<file path="src/rtl/imtx_pkg.sv">
// Constants shared with the UART receiver and the imtx FSM state encoding.
package imtx_pkg;
  localparam int unsigned CLK_FREQ   = 100_000_000;
  localparam int unsigned BAUD_RATE  = 9_600;
  localparam int unsigned DIV_BIT    = CLK_FREQ / BAUD_RATE;
  localparam int unsigned FRAME_LEN  = 10;
  localparam int unsigned IMEM_DEPTH = 16384;
  localparam int unsigned ADDR_W     = $clog2(IMEM_DEPTH);

  typedef enum logic [2:0] {
    IDLE  = 3'd0,
    FETCH = 3'd1,
    LOAD  = 3'd2,
    SEND  = 3'd3,
    NEXT  = 3'd4,
    DONE  = 3'd5
  } imtx_state_t;
endpackage

</file>
<file path="src/rtl/uart_baud_tick.sv">
// Baud-rate strobe: one-clock tick every DIV clocks, restarted by clr.
module uart_baud_tick
  import imtx_pkg::*;
#(
  parameter int unsigned DIV = DIV_BIT
) (
  input  logic clk,
  input  logic reset,
  input  logic clr,
  output logic tick
);
  localparam int unsigned CW = (DIV > 1) ? $clog2(DIV) : 1;
  localparam logic [CW-1:0] LAST = CW'(DIV - 1);

  logic [CW-1:0] cnt;

  always_ff @(posedge clk or negedge reset) begin
    if (!reset) begin
      cnt <= '0;
    end else if (clr || cnt == LAST) begin
      cnt <= '0;
    end else begin
      cnt <= cnt + 1'b1;
    end
  end

  assign tick = (cnt == LAST) && !clr;
endmodule

</file>
<file path="src/rtl/imtx.sv">
// Instruction-memory dump transmitter: reads IMEM bytes and sends them as 8N1 on TxD.
module imtx
  import imtx_pkg::*;
#(
  parameter int unsigned clk_freq  = CLK_FREQ,
  parameter int unsigned baud_rate = BAUD_RATE,
  parameter int unsigned addr_w    = ADDR_W
) (
  input  logic              clk,
  input  logic              reset,
  input  logic              start,
  input  logic [addr_w-1:0] start_addr,
  input  logic [addr_w:0]   byte_count,
  input  logic [7:0]        dout,
  output logic              ena_imtx,
  output logic [addr_w-1:0] addr_imtx,
  output logic              TxD,
  output logic              busy,
  output logic              ImTxComplete
);
  localparam int unsigned div_bit = clk_freq / baud_rate;
  localparam logic [3:0]  LAST_BIT = 4'(FRAME_LEN - 1);

  imtx_state_t          state;
  logic [addr_w:0]      remaining;
  logic [addr_w:0]      remaining_dec;
  logic [FRAME_LEN-1:0] shreg;
  logic [3:0]           bitcnt;
  logic                 baud_clr;
  logic                 baud_tick;

  assign baud_clr      = (state == LOAD);
  assign remaining_dec = remaining - 1'b1;

  uart_baud_tick #(.DIV(div_bit)) u_baud (
    .clk   (clk),
    .reset (reset),
    .clr   (baud_clr),
    .tick  (baud_tick)
  );

  // Frame shift register is pure datapath; it is always reloaded before use.
  always_ff @(posedge clk) begin
    if (state == LOAD) begin
      shreg <= {1'b1, dout, 1'b0};
    end else if (state == SEND && baud_tick) begin
      shreg <= {1'b1, shreg[FRAME_LEN-1:1]};
    end
  end

  always_ff @(posedge clk or negedge reset) begin
    if (!reset) begin
      state        <= IDLE;
      ena_imtx     <= 1'b0;
      addr_imtx    <= '0;
      TxD          <= 1'b1;
      busy         <= 1'b0;
      ImTxComplete <= 1'b0;
      remaining    <= '0;
      bitcnt       <= '0;
    end else begin
      ena_imtx <= 1'b0;
      case (state)
        IDLE: begin
          if (start) begin
            addr_imtx    <= start_addr;
            remaining    <= byte_count;
            ImTxComplete <= 1'b0;
            busy         <= 1'b1;
            if (byte_count == '0) begin
              state <= DONE;
            end else begin
              state    <= FETCH;
              ena_imtx <= 1'b1;
            end
          end
        end
        FETCH: state <= LOAD;
        LOAD: begin
          bitcnt <= '0;
          TxD    <= 1'b0;
          state  <= SEND;
        end
        SEND: begin
          if (baud_tick) begin
            if (bitcnt == LAST_BIT) begin
              TxD   <= 1'b1;
              state <= NEXT;
            end else begin
              // shreg[1] is the bit that becomes shreg[0] after this shift
              TxD    <= shreg[1];
              bitcnt <= bitcnt + 1'b1;
            end
          end
        end
        NEXT: begin
          addr_imtx <= addr_imtx + 1'b1;
          remaining <= remaining_dec;
          if (remaining_dec == '0) begin
            state <= DONE;
          end else begin
            state    <= FETCH;
            ena_imtx <= 1'b1;
          end
        end
        DONE: begin
          busy         <= 1'b0;
          ImTxComplete <= 1'b1;
          state        <= IDLE;
        end
        default: state <= IDLE;
      endcase
    end
  end
endmodule

</file>
<file path="config.mk">
export PLATFORM = sky130hd
export DESIGN_NAME = imtx
export DESIGN_NICKNAME = d
export VERILOG_FILES = /design/src/rtl/imtx_pkg.sv /design/src/rtl/uart_baud_tick.sv /design/src/rtl/imtx.sv
export SDC_FILE = /design/constraint.sdc
export NUM_CORES = 1
export LEC_CHECK = 0
export BUFFER_PORTS_ARGS = -buffer_cell sky130_fd_sc_hd__buf_2
export CAP_MARGIN = 20
export CORE_ASPECT_RATIO = 0.6
export CORE_UTILIZATION = 40
export DETAILED_ROUTE_END_ITERATION = 8
export SYNTH_ARGS = -nofsm -noshare
export SYNTH_HDL_FRONTEND = slang
export SYNTH_HIERARCHICAL = 1
export SYNTH_SLANG_ARGS = --single-unit
</file>
<file path="constraint.sdc">
create_clock -name clk -period 8.18 [get_ports clk]
set_clock_uncertainty 0.05 [all_clocks]
set_input_delay 1.227 -clock clk [delete_from_list [all_inputs] [get_ports clk]]
set_output_delay 1.227 -clock clk [all_outputs]
set_load 0.02 [all_outputs]
</file>
=== Word level (Yosys, flattened, before mapping) ===
Index checks and enable logic that the tools add are counted.
W data, S select, Z words.

* Register bits after elaboration: 63
* Bits in latches: 0
* Memory bits (writable): 0
* Bits in read-only memories: 0
* Input port bits: 40
* Output and inout port bits: 18
* Word-level logic and storage cells: 69
* Memories: 0

* Add/subtract/negate cells: 4
* $mul: 0
* Div/mod/pow operators: 0
* Magnitude comparators: 0
* Equality and inequality tests: 11
* Shift-type cells: 0
* Multiplexer cells: 27
* Bitwise operators: 0
* Reduce and logical (&&, ||, !) cells: 16

{| class="wikitable"
|+ Operator list
! operator !! number
|-
| $logic_not A15 Y1 || 2
|-
| $pmux W15 S2 || 1
|-
| $add A14 B1 Y14 const B || 2
|-
| $mux W14 || 2
|-
| $pmux W14 S2 || 1
|-
| $mux W9 || 2
|-
| $mux W15 || 1
|-
| $mux W3 || 5
|-
| $pmux W3 S5 || 1
|-
| $sub A15 B1 Y15 const B || 1
|-
| $eq A14 B14 Y1 const B || 1
|-
| $mux W4 || 2
|-
| $pmux W1 S2 || 4
|-
| $pmux W4 S2 || 1
|-
| $reduce_bool A2 Y1 || 4
|-
| $mux W1 || 7
|-
| $eq A3 B2 Y1 const B || 2
|-
| $eq A3 B3 Y1 const B || 2
|-
| $ne A2 B2 Y1 const B || 3
|-
| $reduce_and A2 Y1 || 3
|-
| $reduce_and A3 Y1 || 2
|-
| $add A4 B1 Y4 const B || 1
|-
| $eq A4 B4 Y1 const B || 1
|-
| $eq A3 B1 Y1 const B || 1
|-
| 5 further kinds || 6
|}

=== Longest topological paths before layout ===
* Depth in word-level cells: 6
* Depth in mapped cells: 10
* Mapped depth without buffers: 9

=== Cells and area by module ===
Netlist, hierarchy kept.

{| class="wikitable"
|+ By module, submodules not included
! module !! instances !! cells each !! area each (um^2)
|-
| imtx || 1 || 308 || 2813.9
|-
| uart_baud_tick || 1 || 74 || 714.4
|}

=== Least setup slack after synthesis ===
Ideal clock, no wire load.

* Path kind: register -> register
* From: register remaining[6]
* To: register ena_imtx
* Library setup time: 118 ps
* Data arrival time: 2557 ps
* Data required time: 8012 ps
* Setup slack: 5455 ps
* Cell stages (with the launch flop): 7
* Period minus slack after synthesis: 2725 ps
* Cells stage by stage: dfrtp_1 > clkbuf_1 > or4_1 > or4b_2 > xnor2_1 > or4_1 > a21o_1

* Cells in the longest elaborated chain, start to end: 4

{| class="wikitable"
|+ RTL lines
! what !! line !! text
|-
| start, declared || imtx.sv:25 || <nowiki>logic [addr_w:0] remaining;</nowiki>
|-
| start signal, assigned || imtx.sv:67 || <nowiki>remaining <= byte_count;</nowiki>
|-
| start signal, assigned || imtx.sv:98 || <nowiki>remaining <= remaining_dec;</nowiki>
|-
| $sub A15 B1 Y15 || imtx.sv:33 || <nowiki>assign remaining_dec = remaining - 1'b1;</nowiki>
|-
| $logic_not A15 Y1 || imtx.sv:99 || <nowiki>if (remaining_dec == '0) begin</nowiki>
|-
| $mux W1 || imtx.sv:99 ||
|-
| $pmux W1 S2 || imtx.sv:63 || <nowiki>case (state)</nowiki>
|-
| end signal, assigned || imtx.sv:62 || <nowiki>ena_imtx <= 1'b0;</nowiki>
|-
| end signal, assigned || imtx.sv:74 || <nowiki>ena_imtx <= 1'b1;</nowiki>
|-
| end signal, assigned || imtx.sv:103 || <nowiki>ena_imtx <= 1'b1;</nowiki>
|-
| end, declared || imtx.sv:15 || <nowiki>output logic ena_imtx,</nowiki>
|}

Every way passes these cells.
A chain may end at the register's enable or synchronous reset.

=== Worst setup path in the final report ===
* From: register remaining[5]
* To: register ena_imtx

Same word-level chain as after synthesis.

==> flow_summary.json <==
{
  "maxCapViolCount": 0,
  "final_common_cell": "buf_2",
  "slew_headroom_pct": 48.3,
  "crit_path_start_kind": "flip-flop",
  "gr-total-overflow": 0,
  "timing.setup.tns_ns": 0,
  "ports_placed_on_the_boundary": 58,
  "place_worst_setup_slack_ns": 5.35,
  "area_of_the_core_sq_um": 8520,
  "fin_crit_ns": 2.87,
  "post-cts-setup-buffers": 0,
  "worst_path_largest_cell_delay_ns": 0.71,
  "grt_util_all_layers_pct": 21.7,
  "total_of_endpoints_with_negative_setup_slack_in_the_final_report": 0,
  "final.setup.worst_slack_ns": 5.31,
  "fp.dieArea_sq_um": 9210,
  "synth_edf_count": 8,
  "grt_start_max_net_pins": 55,
  "post_cts_hold_buffer_count": 0,
  "worst_skew_pair.late_latency_ns": 0.33,
  "num-nets-final": 477,
  "die_span_x_microns": 123,
  "synth_nets": 429,
  "clockBufferDepth": 2,
  "placement_rows": 26,
  "place.gp.congestion": 1.02,
  "fillCellCount": 827,
  "multi_input_comb_area_sq_um": 1800,
  "cts_tree": "yes",
  "clock.fmax_ghz": 0.349,
  "drc": 0,
  "layout_common_cells": "buf_2 (57), nor2_1 (54), dfrtp_1 (53)",
  "yosys_warnings": 6,
  "timing_hold_violations_final": 0,
  "timing_worst_setup_path_type": "reg2reg",
  "fraction_of_final_layout_cells_with_drive_strength_greater_than_1_pct": 20.7,
  "initial_core_util_pct": 41.4,
  "path_max_fanout": 11,
  "worst_setup_path_startpoint": "remaining[5]",
  "final-seq-area_sq_um": 1590,
  "seq_area_frac_synth_pct": 45.1,
  "post-route-period-util_pct": 35.0,
  "worst_setup_path_end_kind": "flip-flop",
  "holdPathStages": 1,
  "diodes": 0,
  "grt_first_pass_wirelength_microns": 14900,
  "wire_per_inst_microns": 16.9,
  "port-buffer-count": 57,
  "power.density_nw_per_um2": 221,
  "grt_setup_unrepaired": "no",
  "estimated_wirelength_of_the_detail_placed_design_microns": 6460,
  "route.detailed.vias_per_inst": 5.65,
  "drt_wl_total_microns": 9230,
  "max-vdd-ir-drop_v": 0.000108,
  "timing.hold.worst.class": "reg2reg",
  "cells_after_synth": 382,
  "leakage_nw": 1.69,
  "postSynth.asyncResetShare_pct": 87.1,
  "cts_root_buffer": "clkbuf_16",
  "tritoncts.num_buffers": 9,
  "antenna_left": 0,
  "fp.dieH_microns": 74.8,
  "cell_repeated_most_along_the_worst_path": "or4_1",
  "initialDrtViolationCount": 264,
  "area_delta_synth_final_pct": 18.3,
  "synthesis.area_sq_um": 3530,
  "via_count_of_the_first_global_routing_pass": 2774,
  "mapped_avg_cell_area_sq_um": 9.24,
  "critical_path.reg2reg.startpoint": "remaining[5]",
  "clkTransAtPathRegs_ns": 0.05,
  "grt_antenna_before_repair": 0,
  "drtPass1Iterations": 4,
  "worst-r2r-cell-count": 5,
  "min-delay-start": "addr_imtx[10]",
  "maxSlewViolCount": 0,
  "data_arrival_time_of_the_critical_path_ns": 3.03,
  "synth-main-ff-cell": "dfrtp_1",
  "run_status": "complete, no violations",
  "ys_ff_latch": 62,
  "critical_path.slowest_cell": "or4b_2",
  "timing.critical_path.required_ns": 8.35,
  "timing_worst_slew_pin_value_ns": 0.776,
  "ctsHtreeMaxLevel": 3,
  "number_of_distinct_standard_cells_referenced_by_the_synthesized_netlist": 58,
  "vias": 3092,
  "cts_repair_resizes": 0,
  "cp_cell_sequence": "or4_1 > or4b_2 > xnor2_1 > or4_1 > a21o_1",
  "tritoncts_num_sinks": 62,
  "worst_hold_slack_ns": 0.448
}
## state kept, by name, summed over array words and instances, names as in the netlist
name          cells
shreg             8
bitcnt            4
busy              1
state             3
TxD               1
ena_imtx          1
u_baud/cnt       14
remaining        15
addr_imtx        14
ImTxComplete      1
## worst max-delay path: cells and delay by family (launching register included)
| kind | cells | cell delay [ns] |
|---|---|---|
| xor+xnor | 1 | 0.14 |
| compound gates | 1 | 0.20 |
| simple gates | 3 | 1.87 |
| flops | 1 | 0.49 |
## kinds of logic (layout without fill, tap and decap cells)
logic type	after synthesis	after routing	share of synthesized area, %
compound gates	87	87	17.4
flops	62	62	45.1
simple gates	175	175	26.2
mux	3	3	0.922
fa+ha+maj	7	7	2.48
buf+inv	33	86	4.11
xor+xnor	15	15	3.72
## cells in the mapped netlist (6+ instances only)
library cell | count | area (sq um)
edfxtp_1 | 8 | 240
ha_1 | 7 | 87.6
a22o_1 | 12 | 105
nor4_1 | 14 | 87.6
xnor2_1 | 12 | 105
a311oi_1 | 6 | 52.6
a211oi_1 | 9 | 67.6
inv_1 | 9 | 33.8
nand2_1 | 29 | 109
dfrtp_1 | 53 | 1330
nand4_1 | 9 | 56.3
a21oi_1 | 14 | 70.1
o21ai_0 | 16 | 80.1
nor3_1 | 16 | 80.1
nor2_1 | 54 | 203
clkbuf_1 | 18 | 67.6
nand3_1 | 15 | 75.1
## report_power, final
group	internal, W	switching (W)
Combinational	0.0000634	0.0000780
Clock	0.000234	0.000138
Sequential	0.000348	0.0000588
## per-layer routing
| metal | share of wire (%) | GRT usage, % | up-vias |
|---|---|---|---|
| met5 | 0 | 0 | - |
| met4 | 0.56 | 5.35 | 0 |
| met3 | 5.8 | 5.38 | 4 |
| met2 | 38 | 27.7 | 106 |
| met1 | 56 | 35.2 | 1463 |
| li1 | - | - | 1519 |
## layout make-up
type                    count  share of cell area [%]
multi-input cells         287                    43.1
flip-flops and latches     62                    38.2
repair buffers             61                    7.56
clock buffers              10                    5.49
well taps                 112                    3.36
clock inverters             6                    1.50
inverters                   9                   0.810
## worst paths after layout
check	endpoint	slack, ns
worst max-delay path	ena_imtx	5.31
worst min-delay path	addr_imtx[10]	0.45
worst max register to register	ena_imtx	5.31
worst min register to register	addr_imtx[10]	0.45
max in group asynchronous	remaining[7]	6.61
min in group asynchronous	u_baud/cnt[5]	0.98
## through the flow
step                      util (%)  power [W]  instances  area (sq um)
after floorplan                  -   0.000498        382          3530
after global placement        45.5   0.000549        531          3880
after detailed placement      45.5   0.000551        531          3880
after CTS                     49.0   0.000928        547          4170
after global routing          49.0   0.000970        547          4170
final                         49.0   0.000920        547          4170
No activity file was read; power rests on OpenSTA's default activity.
